<file path="src/rtl/vga_layout_pkg.sv">
// vga_layout_pkg: screen layout constants, ROM chip selects and digit row base table
package vga_layout_pkg;
   localparam int HRES      = 640;
   localparam int DIG_W     = 40;
   localparam int DIG_H     = 60;
   localparam int DIG_X0    = 140;
   localparam int DIG_PITCH = 60;
   localparam int DIG_Y0    = 200;
   localparam int NUM_DIG   = 6;
   localparam int CRONO_W   = 100;
   localparam int CRONO_H   = 40;
   localparam int CRONO_X   = 270;
   localparam int CRONO_Y   = 300;
   typedef logic [18:0] rom_addr_t;
   typedef enum logic [1:0] {
      CS_INTERFAZ = 2'b00,
      CS_DIGITOS  = 2'b01,
      CS_CRONO    = 2'b11
   } cs_t;
   // first Numeros address of digit n (n*DIG_H*DIG_W), kept as a table so no multiplier is built
   localparam rom_addr_t DIG_ROW_BASE [10] = '{
      19'd0, 19'd2400, 19'd4800, 19'd7200, 19'd9600,
      19'd12000, 19'd14400, 19'd16800, 19'd19200, 19'd21600
   };
   function automatic logic [9:0] slot_x(input int k);
      return 10'(DIG_X0 + k * DIG_PITCH);
   endfunction
endpackage

</file>
<file path="src/rtl/vga_window_hit.sv">
// vga_window_hit: half-open rectangle test with window-local coordinates
//   x, y   : pixel position
//   x0, y0 : window top-left corner
//   w, h   : window size
//   hit    : x0<=x<x0+w && y0<=y<y0+h
//   lx, ly : x-x0, y-y0 (meaningful only when hit)
module vga_window_hit (
   input  logic [9:0] x,
   input  logic [9:0] y,
   input  logic [9:0] x0,
   input  logic [9:0] y0,
   input  logic [9:0] w,
   input  logic [9:0] h,
   output logic       hit,
   output logic [9:0] lx,
   output logic [9:0] ly
);
   logic [10:0] x_end, y_end;
   assign x_end = {1'b0, x0} + {1'b0, w};
   assign y_end = {1'b0, y0} + {1'b0, h};
   assign hit   = x >= x0 && {1'b0, x} < x_end && y >= y0 && {1'b0, y} < y_end;
   assign lx    = x - x0;
   assign ly    = y - y0;
endmodule

</file>
<file path="src/rtl/vga_rom_addr_gen.sv">
// vga_rom_addr_gen: maps the current VGA pixel to a VROMs chip select and address, and blanks ROM data to the DAC
//   CLK, RST_n            : pixel clock, synchronous active-low reset
//   PixelX, PixelY        : current pixel from the sync generator
//   VideoOn, FrameStart   : active-area flag, once-per-frame pulse (loads the digit/crono shadows)
//   Digits, CronoOn       : BCD digits (slot 0 in [3:0]) and crono sprite enable
//   ChipSelector, Address : to VROMs, one cycle after the pixel
//   RomData               : VROMs data, one cycle after Address
//   RGB                   : {R,G,B} to the DAC, three cycles after the pixel
module vga_rom_addr_gen
   import vga_layout_pkg::*;
(
   input  logic                   CLK,
   input  logic                   RST_n,
   input  logic [9:0]             PixelX,
   input  logic [9:0]             PixelY,
   input  logic                   VideoOn,
   input  logic                   FrameStart,
   input  logic [4*NUM_DIG-1:0]   Digits,
   input  logic                   CronoOn,
   output logic [1:0]             ChipSelector,
   output logic [18:0]            Address,
   input  logic [5:0]             RomData,
   output logic [5:0]             RGB
);
   logic [4*NUM_DIG-1:0] dig_s;
   logic                 crono_s;
   logic [1:0]           von;
   logic [NUM_DIG:0]     hit;
   logic [9:0]           lx [NUM_DIG+1];
   logic [9:0]           ly [NUM_DIG+1];
   cs_t                  cs_nxt;
   rom_addr_t            addr_nxt;
   rom_addr_t            bg_addr;
   for (genvar k = 0; k < NUM_DIG; k++) begin : g_dig
      vga_window_hit u_hit (
         .x(PixelX), .y(PixelY),
         .x0(slot_x(k)), .y0(10'(DIG_Y0)), .w(10'(DIG_W)), .h(10'(DIG_H)),
         .hit(hit[k]), .lx(lx[k]), .ly(ly[k])
      );
   end
   vga_window_hit u_crono (
      .x(PixelX), .y(PixelY),
      .x0(10'(CRONO_X)), .y0(10'(CRONO_Y)), .w(10'(CRONO_W)), .h(10'(CRONO_H)),
      .hit(hit[NUM_DIG]), .lx(lx[NUM_DIG]), .ly(ly[NUM_DIG])
   );
   // y*640 = y*512 + y*128
   assign bg_addr = (rom_addr_t'(PixelY) << 9) + (rom_addr_t'(PixelY) << 7) + rom_addr_t'(PixelX);
   // descending scan so the lowest-numbered slot wins; crono then overrides, blanking overrides all
   always_comb begin
      cs_nxt   = CS_INTERFAZ;
      addr_nxt = bg_addr;
      for (int i = NUM_DIG - 1; i >= 0; i--) begin
         if (hit[i] && dig_s[4*i +: 4] <= 4'd9) begin
            cs_nxt   = CS_DIGITOS;
            addr_nxt = DIG_ROW_BASE[dig_s[4*i +: 4]] + (rom_addr_t'(ly[i]) << 5) + (rom_addr_t'(ly[i]) << 3)
                     + rom_addr_t'(lx[i]);
         end
      end
      if (crono_s && hit[NUM_DIG]) begin
         cs_nxt   = CS_CRONO;
         addr_nxt = (rom_addr_t'(ly[NUM_DIG]) << 6) + (rom_addr_t'(ly[NUM_DIG]) << 5)
                  + (rom_addr_t'(ly[NUM_DIG]) << 2) + rom_addr_t'(lx[NUM_DIG]);
      end
      if (!VideoOn) begin
         cs_nxt   = CS_INTERFAZ;
         addr_nxt = '0;
      end
   end
   always_ff @(posedge CLK) begin
      if (!RST_n) begin
         dig_s        <= '0;
         crono_s      <= 1'b0;
         ChipSelector <= CS_INTERFAZ;
         Address      <= '0;
         von          <= '0;
         RGB          <= '0;
      end else begin
         if (FrameStart) begin
            dig_s   <= Digits;
            crono_s <= CronoOn;
         end
         ChipSelector <= cs_nxt;
         Address      <= addr_nxt;
         von          <= {von[0], VideoOn};
         RGB          <= von[1] ? RomData : 6'b0;
      end
   end
endmodule
</file>
<file path="config.mk">
export PLATFORM = sky130hd
export DESIGN_NAME = vga_rom_addr_gen
export DESIGN_NICKNAME = d
export VERILOG_FILES = /design/src/rtl/vga_layout_pkg.sv /design/src/rtl/vga_window_hit.sv /design/src/rtl/vga_rom_addr_gen.sv
export SDC_FILE = /design/constraint.sdc
export NUM_CORES = 1
export LEC_CHECK = 0
export CORE_MARGIN = 2
export CORE_UTILIZATION = 60
export CTS_BUF_LIST = sky130_fd_sc_hd__clkbuf_8 sky130_fd_sc_hd__clkbuf_16
export DETAILED_ROUTE_END_ITERATION = 8
export PLACE_DENSITY = 0.9
export SLEW_MARGIN = 40
export SYNTH_ARGS = -nofsm -noshare
export SYNTH_HDL_FRONTEND = slang
export SYNTH_SLANG_ARGS = --single-unit
</file>
<file path="constraint.sdc">
create_clock -name CLK -period 6.8 [get_ports CLK]
set_input_delay 0.68 -clock CLK [delete_from_list [all_inputs] [get_ports CLK]]
set_output_delay 0.68 -clock CLK [all_outputs]
set_load 0.005 [all_outputs]
</file>
==> run_results.csv, run 1 <==
group,metric,value,unit
run_status,status,"completed",
power_and_ir_drop,p_int,1605,uW
setup_path,cpPeakStageDelay,0.53,ns
yosys,synthArstFlopShare,0,%
clock_network,insertion_delay,0.32,ns
setup_path,r2r_start,"dig_s[12]",
setup_path,critPathSlowestCell,"fa_1",
setup_path,cp_top_family,"adder cells",
setup_path,regToRegSetupSlack,1.86,ns
floorplanning,core.rowCount,52,
clock_network,cts_resized,0,
yosys,ys_seq_elements,54,
final_layout,area_delta_synth_final,10.23,%
grt,busiest_layer,"met2",
yosys,synth.cell_area,0.01232,mm2
yosys,synth_cells,1452,
grt,met1_usage,45.68,%
grt,antenna_found_initial,2,
power_and_ir_drop,ir_drop,0.0001344,V
placed_design,port_buffers,81,
grt,grt_pass1_wl,59.23,mm
detailed_routing,routedWlPerCell,21.03,um
detailed_routing,ant_nets,0,
setup_path,reg2regPathDepth,14,
min_path,holdPathEnd,"von[1]",
power_and_ir_drop,power_density,241.2,mW/mm2
timing,timing.fmax,180.9,MHz
floorplanning,die_w,147.3,um
setup_path,crit_path_start_kind,"input port",
floorplanning,io_pins,82,
grt,grt_pass1_vias,11070,
detailed_routing,viasPerCell,6.321,
timing,fin_tns_setup,0,ns
grt,overflow,0,
grt,grt_usage,34.89,%
detailed_routing,vias,11280,
clock_network,htree_levels,2,
min_path,min_path_type,"flop to flop",
min_path,whs_path_depth,1,
clock_network,cts_inserted_buffers,5,
yosys,synth_nets,1836,
setup_path,critPathBufInv,7,
timing,rsz0062_at_grt,"false",
clock_network,postCtsSetupBuffers,0,
min_path,min-delay-start,"von[0]",
power_and_ir_drop,switchingPower,1670,uW
final_layout,n_antenna_cell,0,
clock_network,clk_path_buf_depth,2,
setup_path,endpoint_kind,"flop",
floorplanning,floorplan.initialDensity,61.07,%
timing,hold_slack,0.4401,ns
timing,setup_viol,0,
placed_design,place_congestion,1.017,
setup_path,critical_path_class,"input port to flop",
yosys,ys_warn_count,0,
yosys,seq_area_frac_synth,8.776,%
power_and_ir_drop,seqPwrFrac,11.2,%
detailed_routing,firstDrtPassIters,6,
flow_run,maxCapViolCount,0,
grt,grt_use_met2,55.33,%
floorplanning,die-area,0.02169,mm2
clock_network,cts.sinks,54,
timing,relSlewSlack,44.51,%
clock_network,cts_hold_buffers,0,
yosys,ys.flop_type,"dfxtp_1",
clock_network,cts_tree,"yes",
timing,worst_pin_slew,0.8297,ns
detailed_routing,routed_wl,37.52,mm
grt,met3_usage,8.447,%
power_and_ir_drop,p_sw_share,50.99,%
power_and_ir_drop,p_clk_share,10.4,%
detailed_routing,drc_errors,0,
setup_path,crit_arrival,5.76,ns
final_layout,fillerInstances,1650,
power_and_ir_drop,power_frac_comb,78.4,%
yosys,avgSynthCellArea,8.484,um2
setup_path,path_cells,"clkdlybuf4s50_1 -> buf_4 -> inv_1 -> ha_1 -> inv_1 -> buf_4 -> fa_1 -> inv_1 -> fa_1 -> inv_1 -> ha_1 -> nand2b_1 -> a21oi_1 -> o41a_1 -> nor2_1 -> xor2_1 -> a2111oi_0 -> o211ai_1 -> a221oi_2",
placed_design,place_hpwl,30.23,mm
setup_path,crit_top_cell,"inv_1",
setup_path,critPathMaxFanout,9,
timing,period_needed,5.527,ns
timing,period_share,81.27,%
yosys,synth_edf_count,0,
timing,skew,0.01462,ns
setup_path,crit_required,7.04,ns
final_layout,nets,1897,
floorplanning,die_h,147.3,um
power_and_ir_drop,p_leak,0.006397,uW
setup_path,r2r_end,"Address[13]",
grt,grt_max_degree,35,
timing,slew_violations,0,
clock_network,clk_pin_slew_worst_paths,0.09,ns
clock_network,cts-root-buf,"clkbuf_16",
detailed_routing,drtIter0Drc,1116,
timing,hold_viol_final,0,
final_layout,drive_gt1_share,4.491,%
yosys,synth.distinct_cells,84,
floorplanning,coreArea,0.02017,mm2
## power by group through the flow
stage	clock network, uW	registers (uW)	logic (uW)
finish	340	368	2570
global route	348	371	2810
CTS	336	366	2500
detailed placement	0	374	2470
global placement	0	373	2390
floorplan	0	357	1870
## synthesized netlist by cell type, types with 6 or more instances
cell type,instances,area share [%]
o2111ai_1,7,0.50
ha_1,226,23
clkbuf_1,28,0.85
nand2b_1,15,0.76
a31oi_1,12,0.61
nor3_1,18,0.73
inv_1,184,5.6
and3_1,13,0.66
nand4_1,11,0.56
a211oi_1,21,1.3
xor2_1,38,2.7
nor3b_1,7,0.43
o21a_1,17,1.0
buf_2,10,0.41
a22oi_1,8,0.49
dfxtp_1,54,8.8
o21bai_1,13,0.79
nor2b_1,50,2.5
mux2i_1,31,2.5
nor4_1,8,0.41
fa_1,103,17
or3_1,8,0.41
o21ai_0,67,2.7
a21oi_1,89,3.6
nand2_1,85,2.6
a21o_1,24,1.5
and2_1,6,0.30
o211ai_1,21,1.3
xnor2_1,71,5.0
or2_2,7,0.36
nor2_1,75,2.3
nand3_1,26,1.1
## cells in the final DEF, fill, tap and decap left out, types with 4 or more instances in the layout
| master | netlist | layout |
|---|---|---|
| ha_1 | 226 | 226 |
| inv_1 | 184 | 184 |
| fa_1 | 103 | 103 |
| a21oi_1 | 89 | 89 |
| nand2_1 | 85 | 85 |
| clkdlybuf4s50_1 | 0 | 79 |
| nor2_1 | 75 | 75 |
| xnor2_1 | 71 | 71 |
| o21ai_0 | 67 | 67 |
| dfxtp_1 | 54 | 54 |
| nor2b_1 | 50 | 50 |
| xor2_1 | 38 | 37 |
| mux2i_1 | 31 | 31 |
| nand3_1 | 26 | 26 |
| a21o_1 | 24 | 24 |
| a211oi_1 | 21 | 21 |
| o211ai_1 | 21 | 21 |
| buf_4 | 1 | 21 |
| nor3_1 | 18 | 18 |
| o21a_1 | 17 | 17 |
| nand2b_1 | 15 | 15 |
| o21bai_1 | 13 | 13 |
| and3_1 | 13 | 13 |
| a31oi_1 | 12 | 12 |
| nand4_1 | 11 | 11 |
| or3_1 | 8 | 8 |
| a22oi_1 | 8 | 8 |
| nor4_1 | 8 | 8 |
| or2_2 | 7 | 7 |
| nor3b_1 | 7 | 7 |
| o2111ai_1 | 7 | 7 |
| and2_1 | 6 | 6 |
| clkbuf_16 | 0 | 5 |
| o31a_1 | 4 | 4 |
| a41oi_1 | 4 | 4 |
| o31ai_1 | 4 | 4 |
| a31o_2 | 4 | 4 |
| o221ai_1 | 4 | 4 |
| nand3b_1 | 4 | 4 |
## worst max path at each step
stage	slack [ns]	start	cells past startpoint	to
6_report	1.27	PixelY[4]	19	Address[13]
4_1_cts	1.39	PixelY[4]	19	Address[16]
2_1_floorplan	1.29	PixelY[3]	17	Address[15]
5_1_grt	1.01	PixelY[4]	19	Address[13]
3_5_place_dp	1.06	PixelY[4]	19	Address[13]
3_3_place_gp	1.16	PixelY[4]	19	Address[15]
## worst reg2reg max path, cell delays in order, from the launching register on
cell and delay (ns):
dfxtp_1 0.49, inv_1 0.25, ha_1 0.39, mux2i_1 0.34
fa_1 0.53, fa_1 0.53, fa_1 0.45, nand2b_1 0.19
a21oi_1 0.28, o41a_1 0.25, nor2_1 0.07, xor2_1 0.15
a2111oi_0 0.43, o211ai_1 0.24, a221oi_2 0.28
## kinds of logic (layout without fill, tap and decap cells)
group                    count (synthesis)  count (layout)  synth area share [%]
flip-flops                              54              54                 8.776
buffers and inverters                  234             296                 7.516
XOR/XNOR                               109             109                 7.750
AND/OR/NAND/NOR                        349             349                 14.62
adder cells (fa/ha/maj)                329             329                 39.70
AO/OA/AOI/OAI                          344             344                 18.94
multiplexers                            33              33                 2.702
## per-stage QoR
step | cell area, um2 | utilization [%] | instances | setup slack [ns] | power, uW
detailed placement | 13400 | 66.44 | 1776 | 1.064 | 2842
finish | 13580 | 67.32 | 1784 | 1.273 | 3275
floorplan | 12320 | - | 1452 | 1.291 | 2225
global placement | 13400 | 66.46 | 1776 | 1.165 | 2767
CTS | 13580 | 67.32 | 1784 | 1.386 | 3202
global route | 13580 | 67.32 | 1784 | 1.013 | 3533
## routing by layer
metal | part of all wire (%) | vias up
met2 | 45 | 581
met4 | 4.6 | 4
met5 | 0.072 | -
met1 | 41 | 5402
li1 | - | 5151
met3 | 10 | 138
## area by class of cell
type / instances / area (um2) / area share, %
multi-input cells: 1164 / 10320 / 76.04
flip-flops and latches: 54 / 1081 / 7.962
repair buffers: 102 / 958.4 / 7.059
inverters: 186 / 698.2 / 5.142
well taps: 270 / 337.8 / 2.488
clock buffers: 6 / 138.9 / 1.023
clock inverters: 2 / 38.79 / 0.2857
## sequential cells by signal, summed over array words and instances (netlist names)
signal,cells
dig_s,24
Address,19
RGB,6
ChipSelector,2
von,2
crono_s,1
No activity file was read; power rests on OpenSTA's default activity.
==> inputs of run 2 (changes only) <==
==> constraint.sdc (replaced) <==
create_clock -name CLK -period 5.6 [get_ports CLK]
set_input_delay 0.56 -clock CLK [delete_from_list [all_inputs] [get_ports CLK]]
set_output_delay 0.56 -clock CLK [all_outputs]
set_load 0.005 [all_outputs]
==> run_results.csv, run 2 (same netlist as run 1, synthesis figures left out) <==
group,metric,value,unit
final_layout,drive_gt1_share,6.157,%
final_layout,n_antenna_cell,0,
timing,relSlewSlack,39.24,%
detailed_routing,ant_nets,0,
floorplanning,die_h,147.3,um
clock_network,postCtsSetupBuffers,0,
timing,timing.fmax,196.0,MHz
timing,hold_viol_final,0,
final_layout,stdcell_area,0.01380,mm2
placed_design,place_congestion,1.020,
timing,fin_tns_setup,0,ns
grt,overflow,0,
clock_network,cts-root-buf,"clkbuf_16",
detailed_routing,routedWlPerCell,21.25,um
clock_network,insertion_delay,0.32,ns
run_status,status,"completed",
grt,antenna_found_initial,0,
power_and_ir_drop,p_leak,0.006538,uW
power_and_ir_drop,total_power,4015,uW
placed_design,port_buffers,81,
final_layout,area_delta_synth_final,12.06,%
detailed_routing,drtIter0Drc,1258,
clock_network,cts_resized,0,
power_and_ir_drop,ir_drop,0.0001494,V
clock_network,cts.sinks,54,
floorplanning,io_pins,82,
final_layout,nets,1926,
timing,rsz0062_at_grt,"false",
clock_network,htree_levels,2,
timing,slew_violations,0,
final_layout,largest-register,"dig_s",
final_layout,final_core_util,68.44,%
clock_network,cts_inserted_buffers,5,
setup_path,crit_path_start_kind,"flop",
grt,grt_usage,36.18,%
setup_path,critical_path_class,"flop to flop",
clock_network,cts_tree,"yes",
timing,worst_pin_slew,0.9086,ns
final_layout,regArea,0.001081,mm2
detailed_routing,firstDrtPassIters,6,
detailed_routing,routed_wl,38.53,mm
final_layout,fillerInstances,1596,
final_layout,multiInputGateArea,0.01032,mm2
timing,period_needed,5.103,ns
grt,grt_max_degree,35,
clock_network,clk_path_buf_depth,2,
min_path,holdPathEnd,"von[1]",
timing,skew,0.009430,ns
min_path,min_path_type,"flop to flop",
final_layout,final_cell_mix,"226 x ha_1, 184 x inv_1, 103 x fa_1, 89 x a21oi_1, 85 x nand2_1",
grt,grt_pass1_vias,11380,
clock_network,cts_hold_buffers,0,
clock_network,clk_pin_slew_worst_paths,0.08,ns
setup_path,crit_required,5.82,ns
timing,setup_viol,0,
setup_path,r2r_start,"dig_s[8]",
floorplanning,die_w,147.3,um
flow_run,maxCapViolCount,0,
setup_path,crit_arrival,5.32,ns
detailed_routing,viasPerCell,6.238,
setup_path,critPathMaxFanout,9,
timing,hold_slack,0.4503,ns
floorplanning,core.rowCount,52,
grt,grt_pass1_wl,61.25,mm
final_layout,final_common_cell,"ha_1",
placed_design,place_hpwl,30.84,mm
floorplanning,floorplan.initialDensity,61.07,%
detailed_routing,drc_errors,0,
floorplanning,coreArea,0.02017,mm2
setup_path,endpoint_kind,"flop",
setup_path,reg2regPathDepth,19,
timing,period_share,91.12,%
setup_path,r2r_end,"Address[16]",
setup_path,regToRegSetupSlack,0.50,ns
floorplanning,die-area,0.02169,mm2
detailed_routing,vias,11310,
placed_design,placed_area,0.01363,mm2
final_layout,largestRegisters,"dig_s: 24 flops, Address: 19 flops, RGB: 6 flops",
final_layout,largest_reg_flops,24,
min_path,whs_path_depth,1,
min_path,min-delay-start,"von[0]",
power_and_ir_drop,power_density,290.9,mW/mm2
-- run 2: layout make-up --
type / count / area share [%]
inverters: 186 / 5.058
repair buffers: 131 / 8.648
well taps: 270 / 2.447
flip-flops and latches: 54 / 7.832
clock buffers: 5 / 0.9065
multi-input cells: 1164 / 74.76
clock inverters: 3 / 0.3535
-- run 2: how the worst max path moves through the flow --
stage                     startpoint     endpoint  slack [ns]  depth (start not counted)
after floorplan            PixelY[3]  Address[15]        0.21                         17
after global placement     PixelY[5]  Address[13]        0.49                         17
after detailed placement   PixelY[3]  Address[16]        0.38                         19
after CTS                  PixelY[5]  Address[16]        0.65                         16
after global routing        dig_s[8]  Address[16]        0.28                         19
final                       dig_s[8]  Address[16]        0.50                         19
-- run 2: metal layers --
metal	part of all wire, %	track usage [%]	routed length, um	vias to the layer above
met2	44	57.71	17060	620
met1	39	47.15	15180	5316
li1	-	-	-	5213
met3	11	7.516	4062	160
met4	5.8	16.97	2227	0
met5	0	0	0	-
-- run 2: worst max-delay path: stages, from the launching register on --
cell and delay, ns:
dfxtp_1 0.59, inv_1 0.21, ha_1 0.36, inv_1 0.05, a21oi_1 0.18, a22oi_1 0.12, fa_1 0.51, inv_1 0.05
fa_1 0.52, inv_1 0.04, ha_1 0.34, o21ai_0 0.13, o21ai_0 0.41, a211oi_1 0.19, nor2b_1 0.23, o2111ai_1 0.14
a31oi_1 0.30, o21ai_0 0.15, buf_4 0.18, a311oi_1 0.28
-- run 2: report_power, final --
group,switching [uW],internal (uW),total (uW)
clock network,187,216,402
logic,1830,1340,3170
registers,38.0,407,445
total,2050,1960,4010
-- run 2: metrics by stage --
step                worst slack (ns)  instances
floorplan                     0.2106       1452
global placement              0.4895       1805
finish                        0.4970       1813
detailed placement            0.3793       1805
global route                  0.2803       1813
CTS                           0.6528       1813
==> inputs of run 3 (changes only) <==
--- a/config.mk
+++ b/config.mk
@@ -9,8 +9,10 @@
 export CORE_UTILIZATION = 60
 export CTS_BUF_LIST = sky130_fd_sc_hd__clkbuf_8 sky130_fd_sc_hd__clkbuf_16
 export DETAILED_ROUTE_END_ITERATION = 8
+export MAX_ROUTING_LAYER = met4
 export PLACE_DENSITY = 0.9
 export SLEW_MARGIN = 40
 export SYNTH_ARGS = -nofsm -noshare
 export SYNTH_HDL_FRONTEND = slang
 export SYNTH_SLANG_ARGS = --single-unit
+export TNS_END_PERCENT = 50
==> run_results.csv, run 3 (same netlist as run 1, synthesis figures left out) <==
group,metric,value,unit
final_layout,largestRegisters,"dig_s: 24 flops, Address: 19 flops, RGB: 6 flops",
final_layout,largest-register,"dig_s",
timing,setup_viol,0,
final_layout,stdcell_area,0.01380,mm2
detailed_routing,vias,11290,
placed_design,place_hpwl,29.92,mm
placed_design,port_buffers,81,
clock_network,cts_inserted_buffers,5,
grt,grt_max_degree,35,
clock_network,insertion_delay,0.32,ns
grt,overflow,0,
grt,grt_pass1_wl,59.14,mm
final_layout,fin_cells,1810,
placed_design,dp_slack,0.1319,ns
placed_design,placed_area,0.01362,mm2
setup_path,cpPeakStageDelay,0.59,ns
detailed_routing,routedWlPerCell,20.71,um
timing,finalWorstSetupSlack,0.4101,ns
clock_network,clk_pin_slew_worst_paths,0.08,ns
placed_design,place_congestion,1.082,
detailed_routing,drtIter0Drc,1059,
final_layout,largest_reg_flops,24,
detailed_routing,firstDrtPassIters,6,
timing,period_share,92.68,%
grt,met1_usage,47.98,%
setup_path,critPathSlowestCell,"fa_1",
clock_network,clk_path_buf_depth,2,
timing,worst_pin_slew,0.7739,ns
timing,skew,0.01112,ns
final_layout,area_delta_synth_final,12.01,%
floorplanning,floorplan.initialDensity,61.07,%
timing,hold_viol_final,0,
final_layout,final_cell_mix,"226 x ha_1, 184 x inv_1, 103 x fa_1, 89 x a21oi_1, 85 x nand2_1",
grt,met3_usage,6.118,%
final_layout,nets,1923,
final_layout,drive_gt1_share,5.974,%
clock_network,cts_hold_buffers,0,
power_and_ir_drop,power_density,290.0,mW/mm2
power_and_ir_drop,p_leak,0.006533,uW
clock_network,cts.sinks,54,
timing,relSlewSlack,48.35,%
timing,rsz0062_at_grt,"false",
setup_path,cp_top_family,"adder cells",
final_layout,final_core_util,68.41,%
timing,timing.fmax,192.7,MHz
floorplanning,core.rowCount,52,
grt,grt_use_met2,55.21,%
clock_network,postCtsSetupBuffers,0,
clock_network,cts-root-buf,"clkbuf_16",
grt,grt_pass1_vias,11010,
detailed_routing,drc_errors,0,
setup_path,critPathBufInv,5,
grt,busiest_layer,"met2",
clock_network,cts_resized,0,
grt,grt_usage,36.20,%
setup_path,endpoint_kind,"flop",
floorplanning,die-area,0.02169,mm2
run_status,status,"completed",
setup_path,crit_required,5.83,ns
floorplanning,die_w,147.3,um
timing,fin_tns_setup,0,ns
clock_network,cts_tree,"yes",
final_layout,n_antenna_cell,0,
power_and_ir_drop,ir_drop,0.0001515,V
placed_design,dp_cells,1802,
timing,period_needed,5.190,ns
clock_network,htree_levels,2,
detailed_routing,ant_nets,0,
setup_path,critPathMaxFanout,13,
flow_run,maxCapViolCount,0,
floorplanning,coreArea,0.02017,mm2
setup_path,critical_path_class,"input port to flop",
setup_path,path_cells,"clkdlybuf4s50_1 -> buf_4 -> nor3_1 -> xnor2_1 -> inv_1 -> fa_1 -> fa_1 -> inv_1 -> ha_1 -> nand3_1 -> o2111ai_1 -> a31o_2 -> nor4_1 -> o32ai_1 -> o21ai_0 -> buf_4 -> a311oi_1",
min_path,min_path_type,"flop to flop",
floorplanning,die_h,147.3,um
grt,antenna_found_initial,0,
setup_path,crit_path_start_kind,"input port",
detailed_routing,routed_wl,37.48,mm
final_layout,final_common_cell,"ha_1",
floorplanning,io_pins,82,
timing,slew_violations,0,
setup_path,crit_arrival,5.42,ns
detailed_routing,viasPerCell,6.239,
-- run 3: cell count changes in the layout (fill, tap and decap cells not counted) --
| cell | previous run | this run |
|---|---|---|
| buf_12 | 1 | 2 |
| buf_4 | 49 | 45 |
| clkbuf_8 | 0 | 1 |
| clkinvlp_4 | 1 | 0 |
| inv_6 | 0 | 1 |
| inv_8 | 1 | 0 |
-- run 3: worst reg2reg max path: stages, from the launching register on --
cell and delay, ns:
dfxtp_1 0.62, inv_1 0.16, ha_1 0.25, nor2b_1 0.15
a211oi_1 0.22, a21oi_1 0.08, fa_1 0.51, inv_1 0.06
fa_1 0.53, inv_1 0.04, ha_1 0.23, nor4_1 0.28
o21ai_0 0.19, a41oi_1 0.36, nor2b_1 0.09, o211ai_1 0.21
nand3_1 0.26, o21ai_0 0.36, buf_4 0.19, a311oi_1 0.08
-- run 3: final timing paths --
kind	depth (start not counted)	slack, ns	from	end
hold / removal	1	0.46	von[0]	von[1]
hold reg to reg	1	0.46	von[0]	von[1]
setup reg to reg	19	0.57	dig_s[16]	Address[16]
setup / recovery	17	0.41	PixelY[3]	Address[16]
-- run 3: layout make-up --
type	count	area [um2]
flip-flops and latches	54	1081
clock buffers	6	138.9
repair buffers	128	1184
fillers	1629	6372
multi-input cells	1164	10320
inverters	186	698.2
clock inverters	2	38.79
well taps	270	337.8
-- run 3: per-stage QoR --
stage / hold WS, ns / power, uW
6_report: 0.4570 / 4002
5_1_grt: 0.4883 / 4348
4_1_cts: 0.4636 / 3926
3_5_place_dp: 0.4486 / 3482
3_3_place_gp: 0.4199 / 3404
2_1_floorplan: 0.4119 / 2702
-- run 3: report_power, final --
part / switching, uW / internal (uW)
sequential: 36.8 / 407
clock: 181 / 226
combinational: 1810 / 1340
-- run 3: routing by layer --
layer | routed length, um | vias up | share of wire [%]
met5 | 0 | - | 0
met3 | 4021 | 131 | 11
met1 | 15240 | 5301 | 41
met2 | 16460 | 664 | 44
met4 | 1752 | 0 | 4.7
li1 | - | 5197 | -
